<file path="src/rtl/vga_sync_gen.sv">
// VGA raster timing: hsync/vsync, video_on, pixel coordinates, line/frame ticks.
// Outputs register on the same pix_en edge as px_x/px_y (zero skew); pix_en=0 freezes everything.
module vga_sync_gen #(
   parameter int H_ACTIVE = 640,
   parameter int H_FP     = 16,
   parameter int H_SYNC   = 96,
   parameter int H_BP     = 48,
   parameter int V_ACTIVE = 480,
   parameter int V_FP     = 10,
   parameter int V_SYNC   = 2,
   parameter int V_BP     = 33,
   parameter bit SYNC_POL = 1'b0,
   parameter int CNT_W    = 10
) (
   input  logic             clk,
   input  logic             rst,
   input  logic             pix_en,
   output logic             hsync,
   output logic             vsync,
   output logic             video_on,
   output logic [CNT_W-1:0] px_x,
   output logic [CNT_W-1:0] px_y,
   output logic             line_tick,
   output logic             frame_tick
);

   localparam int H_TOTAL = H_ACTIVE + H_FP + H_SYNC + H_BP;
   localparam int V_TOTAL = V_ACTIVE + V_FP + V_SYNC + V_BP;

   generate
      if (H_TOTAL > (1 << CNT_W) || V_TOTAL > (1 << CNT_W)) begin : g_bad_params
         $error("vga_sync_gen: H_TOTAL/V_TOTAL do not fit in CNT_W bits");
      end
   endgenerate

   localparam logic [CNT_W-1:0] H_LAST       = CNT_W'(H_TOTAL - 1);
   localparam logic [CNT_W-1:0] H_FP_START   = CNT_W'(H_ACTIVE);
   localparam logic [CNT_W-1:0] H_SYNC_START = CNT_W'(H_ACTIVE + H_FP);
   localparam logic [CNT_W-1:0] H_BP_START   = CNT_W'(H_ACTIVE + H_FP + H_SYNC);
   localparam logic [CNT_W-1:0] V_LAST       = CNT_W'(V_TOTAL - 1);
   localparam logic [CNT_W-1:0] V_FP_START   = CNT_W'(V_ACTIVE);
   localparam logic [CNT_W-1:0] V_SYNC_START = CNT_W'(V_ACTIVE + V_FP);
   localparam logic [CNT_W-1:0] V_BP_START   = CNT_W'(V_ACTIVE + V_FP + V_SYNC);

   typedef enum logic [1:0] {
      PH_ACTIVE = 2'd0,
      PH_FP     = 2'd1,
      PH_SYNC   = 2'd2,
      PH_BP     = 2'd3
   } phase_e;

   logic [CNT_W-1:0] x_q, x_d;
   logic [CNT_W-1:0] y_q, y_d;
   phase_e           hphase_q, hphase_d;
   phase_e           vphase_q, vphase_d;
   logic             hsync_q, hsync_d;
   logic             vsync_q, vsync_d;
   logic             video_on_q, video_on_d;
   logic             line_tick_q, line_tick_d;
   logic             frame_tick_q, frame_tick_d;
   logic             x_wrap, y_wrap;

   // Phase advances when the counter lands on the first position of the next phase.
   function automatic phase_e next_phase(input phase_e cur,
                                         input logic [CNT_W-1:0] nxt,
                                         input logic [CNT_W-1:0] fp_start,
                                         input logic [CNT_W-1:0] sync_start,
                                         input logic [CNT_W-1:0] bp_start);
      phase_e res;
      res = cur;
      case (cur)
         PH_ACTIVE: if (nxt == fp_start)   res = PH_FP;
         PH_FP:     if (nxt == sync_start) res = PH_SYNC;
         PH_SYNC:   if (nxt == bp_start)   res = PH_BP;
         PH_BP:     if (nxt == '0)         res = PH_ACTIVE;
         default:   res = cur;
      endcase
      return res;
   endfunction

   always_comb begin
      x_wrap       = (x_q == H_LAST);
      y_wrap       = (y_q == V_LAST);
      x_d          = x_q;
      y_d          = y_q;
      hphase_d     = hphase_q;
      vphase_d     = vphase_q;
      line_tick_d  = 1'b0;
      frame_tick_d = 1'b0;
      if (pix_en) begin
         x_d         = x_wrap ? '0 : x_q + CNT_W'(1);
         line_tick_d = x_wrap;
         hphase_d    = next_phase(hphase_q, x_d, H_FP_START, H_SYNC_START, H_BP_START);
         if (x_wrap) begin
            y_d          = y_wrap ? '0 : y_q + CNT_W'(1);
            frame_tick_d = y_wrap;
            vphase_d     = next_phase(vphase_q, y_d, V_FP_START, V_SYNC_START, V_BP_START);
         end
      end
      // Decoded from next-state values so the registered syncs line up with px_x/px_y.
      hsync_d    = (hphase_d == PH_SYNC) ? SYNC_POL : ~SYNC_POL;
      vsync_d    = (vphase_d == PH_SYNC) ? SYNC_POL : ~SYNC_POL;
      video_on_d = (x_d < H_FP_START) && (y_d < V_FP_START);
   end

   always_ff @(posedge clk or posedge rst) begin
      if (rst) begin
         x_q          <= H_LAST;
         y_q          <= V_LAST;
         hphase_q     <= PH_BP;
         vphase_q     <= PH_BP;
         hsync_q      <= ~SYNC_POL;
         vsync_q      <= ~SYNC_POL;
         video_on_q   <= 1'b0;
         line_tick_q  <= 1'b0;
         frame_tick_q <= 1'b0;
      end else begin
         x_q          <= x_d;
         y_q          <= y_d;
         hphase_q     <= hphase_d;
         vphase_q     <= vphase_d;
         hsync_q      <= hsync_d;
         vsync_q      <= vsync_d;
         video_on_q   <= video_on_d;
         line_tick_q  <= line_tick_d;
         frame_tick_q <= frame_tick_d;
      end
   end

   assign px_x       = x_q;
   assign px_y       = y_q;
   assign hsync      = hsync_q;
   assign vsync      = vsync_q;
   assign video_on   = video_on_q;
   assign line_tick  = line_tick_q;
   assign frame_tick = frame_tick_q;

endmodule

</file>
<file path="config.mk">
export PLATFORM = sky130hd
export DESIGN_NAME = vga_sync_gen
export DESIGN_NICKNAME = d
export VERILOG_FILES = /design/src/rtl/vga_sync_gen.sv
export SDC_FILE = /design/constraint.sdc
export NUM_CORES = 1
export LEC_CHECK = 0
export CAP_MARGIN = 20
export CORE_ASPECT_RATIO = 0.6
export CORE_MARGIN = 2
export CORE_UTILIZATION = 57
export DETAILED_ROUTE_END_ITERATION = 8
export DONT_BUFFER_PORTS = 1
export PLACE_DENSITY = 0.72
export SETUP_SLACK_MARGIN = 0.05
export SKIP_CTS_REPAIR_TIMING = 1
export SLEW_MARGIN = 40
export SYNTH_ARGS = -nofsm -noshare
export SYNTH_HDL_FRONTEND = slang
export SYNTH_SLANG_ARGS = --single-unit
</file>
<file path="constraint.sdc">
create_clock -name clk -period 2.5 [get_ports clk]
set_input_delay 0.125 -clock clk [delete_from_list [all_inputs] [get_ports clk]]
set_output_delay 0.125 -clock clk [all_outputs]
set_load 0.01 [all_outputs]
</file>
==> results_dict.tcl <==
set metrics [dict create \
    status "completed" \
    critPathMaxFanout 7 \
    synth_seq_cells 29 \
    synth_compound_area_frac 0.187 \
    hold_viol_final 0 \
    worstPathCellList "ha_2 -> and4_4 -> o21ai_2 -> a211o_1 -> nor4_2 -> nand4_1 -> a32oi_1" \
    setup_tns_ns 0 \
    nets 276 \
    synth_top_family_by_area "simple AND/OR/NAND/NOR gates" \
    reg2reg_to "hsync$_DFF_PP1_" \
    antenna_found_initial 0 \
    cts_buffer_depth 2 \
    comb_power_share 0.349 \
    fillCellCount 311 \
    min_from "pix_en" \
    worstHoldPathCells 2 \
    grt_first_pass_wirelength_um 8790 \
    r2r_setup_slack_ns 0.15 \
    avgSynthCellArea_um2 8.74 \
    ant_nets 0 \
    hold_class "primary input to flip-flop" \
    rows 17 \
    grt_max_degree 24 \
    p_per_area_mw_per_mm2 674 \
    synth-edff-count 0 \
    clkLatencyLatePin_ns 0.28 \
    numCtsBuffers 5 \
    fmax_mhz 426 \
    core_mm2 0.00368 \
    synth-simple-area-share 0.280 \
    start_util 0.596 \
    cpMaxStageDelayCell "dfstp_2" \
    synth_common_cells "nand2_1, dfstp_2, xnor2_1" \
    holdPathEnd "px_x[6]$_DFFE_PP0P_" \
    yosysSeqAreaShare 0.340 \
    gp_congestion 0.874 \
    ys.flop_type "dfstp_2" \
    synth_most_common_cell "nand2_1" \
    finalMaxSlewViolations 0 \
    drcViolationCount 0 \
    swShare 0.369 \
    maxCapViolCount 0 \
    tritoncts "yes" \
    drt_iter0_markers 194 \
    rr_startpoint "px_x[0]$_DFFE_PP1P_" \
    cts_max_level 2 \
    wl_per_cell_um 17.7 \
    cts_root_buffer "clkbuf_8" \
    grtUsageTotal 0.265 \
    regArea_um2 746 \
    syn_inst 251 \
    cts.sinks 29 \
    multi_input_area_mm2 0.00128 \
    io_buffers 0 \
    antenna_cells 0 \
    finalCritPeriodShare 0.939 \
    synthMuxAreaShare 0.0194 \
    die_h_um 52.1 \
    critPathArrivalTime_ns 2.53 \
    wl_um 5620 \
    p_int_uw 1050 \
    synth_nets 257 \
    dieArea_mm2 0.00438 \
    fin_skew_ns 0.00400 \
    layout-drive-gt1-share 0.269 \
    critPathRequiredTime_ns 2.68 \
    drtPass1Iterations 5 \
    power_frac_clock 0.240 \
    synth_xor_area_frac 0.0759 \
    relSlewSlack 0.664 \
    async_reset_ff_frac 1.00 \
    finalSetupViolations 0 \
    hpwl_um 4050 \
    grt-ovfl-total 0 \
    clk_pin_slew_worst_paths_ns 0.06 \
    vdd_drop_max_v 0.000801 \
    synth_top_area_cell "dfstp_2" \
    synth_cell_types 68 \
    worstMarginPinSlew_ns 0.504 \
    synth_area_leaders "dfstp_2, dfrtp_1, xnor2_1" \
    rsz0062_at_grt "true" \
    crit_path_end_kind "flip-flop" \
    vias_per_cell 6.50 \
    num_vias 2067 \
    leakagePower_uw 0.000943 \
    seq_power_share 0.411 \
    p_sw_uw 613 \
    synth_adder_area_share 0.0171 \
    min_period_ns 2.35 \
    die_w_um 84.1 \
    synth_warnings 0 \
    area_growth_syn_to_layout_pct 12.5 \
    grt_pass1_vias 1613 \
    start_kind "flip-flop" \
    io_pins 28 \
    r2r_cells 7 \
    whs_ns 0.00401 \
    critPathMaxStageDelay_ns 0.53 \
    synth_area_mm2 0.00219 \
    critPathKind "flip-flop to flip-flop" \
    synth_top_area_share 0.192 \
]
## logic make-up (layout without fill, tap and decap cells)
| family | count (synthesis) | count (layout) |
|---|---|---|
| buffers and inverters | 32 | 52 |
| muxes | 4 | 4 |
| AOI/OAI and AO/OA | 60 | 60 |
| DFF | 29 | 29 |
| and+or+nand+nor | 104 | 104 |
| xor gates and xnor gates | 19 | 19 |
| adders and majority gates | 3 | 3 |
## cell type report
type / instances / area share
Sequential cell: 29 / 0.302
Tap cell: 47 / 0.0238
Clock buffer: 8 / 0.0365
Timing Repair Buffer: 32 / 0.0984
Inverter: 12 / 0.0183
Multi-Input combinational cell: 190 / 0.521
## metrics by stage
step | total power, uW | utilization | cell area [um2] | setup slack [ns] | instances
2_1_floorplan | 1090 | - | 2200 | 0.0691 | 251
3_3_place_gp | 1200 | 0.629 | 2310 | 0.115 | 304
3_5_place_dp | 1200 | 0.629 | 2310 | 0.100 | 304
4_1_cts | 1610 | 0.653 | 2400 | 0.102 | 312
5_1_grt | 1770 | 0.671 | 2470 | 0.0389 | 318
6_report | 1660 | 0.671 | 2470 | 0.153 | 318
## registers in the layout (all words and copies together), names as in the netlist
signal      flops
hsync           1
px_y           10
vsync           1
px_x           10
vphase_q        2
line_tick       1
hphase_q        2
frame_tick      1
video_on        1
## power by group through the flow
| stage | logic (uW) | clock network, uW | registers, uW |
|---|---|---|---|
| after global routing | 641 | 433 | 694 |
| after global placement | 509 | 0 | 692 |
| after detailed placement | 510 | 0 | 695 |
| final | 579 | 400 | 683 |
| after CTS | 513 | 409 | 687 |
| after floorplan | 437 | 0 | 652 |
## worst max path at each step
stage	startpoint	endpoint	slack, ns	cells after the start
4_1_cts	px_x[9]$_DFF_PP1_	hphase_q[0]$_DFF_PP1_	0.10	6
3_3_place_gp	px_x[9]$_DFF_PP1_	hphase_q[1]$_DFF_PP1_	0.11	6
6_report	px_x[0]$_DFFE_PP1P_	hsync$_DFF_PP1_	0.15	7
3_5_place_dp	px_x[9]$_DFF_PP1_	hphase_q[0]$_DFF_PP1_	0.10	6
2_1_floorplan	px_y[0]$_DFFE_PP0P_	vsync$_DFF_PP1_	0.07	8
5_1_grt	px_x[0]$_DFFE_PP1P_	hphase_q[0]$_DFF_PP1_	0.04	7
## cells in the final DEF, fill, tap and decap left out, types with 3 or more instances in the layout
| cell | n |
|---|---|
| dfrtp_1 | 13 |
| clkbuf_8 | 6 |
| nor2_1 | 14 |
| buf_4 | 29 |
| nand4_1 | 8 |
| o21ai_0 | 12 |
| and3_1 | 3 |
| a211oi_1 | 3 |
| xnor2_1 | 15 |
| or3_1 | 3 |
| dfstp_2 | 16 |
| o22ai_1 | 4 |
| a31oi_1 | 4 |
| nand3_1 | 12 |
| a21oi_1 | 11 |
| nand2b_1 | 4 |
| xor2_1 | 4 |
| nor4_1 | 3 |
| nand2_1 | 25 |
| nor3_1 | 6 |
| inv_1 | 10 |
| o31ai_1 | 6 |
## routing by layer
layer  up-vias  track usage  share of wire
met5         -            0              0
met4         0       0.0672         0.0082
met3         7       0.0762           0.11
met2        99        0.312           0.38
met1       989        0.440           0.51
li1        972            -              -
## worst max-delay path, delay by kind of cell, from the launching register on
| kind | cells | cell delay, ns |
|---|---|---|
| flip-flops | 1 | 0.53 |
| adder cells (fa/ha/maj) | 1 | 0.22 |
| AND/OR/NAND/NOR | 3 | 0.83 |
| AO/OA/AOI/OAI | 3 | 0.67 |
Note: power is estimated with default switching activity, not from simulation.
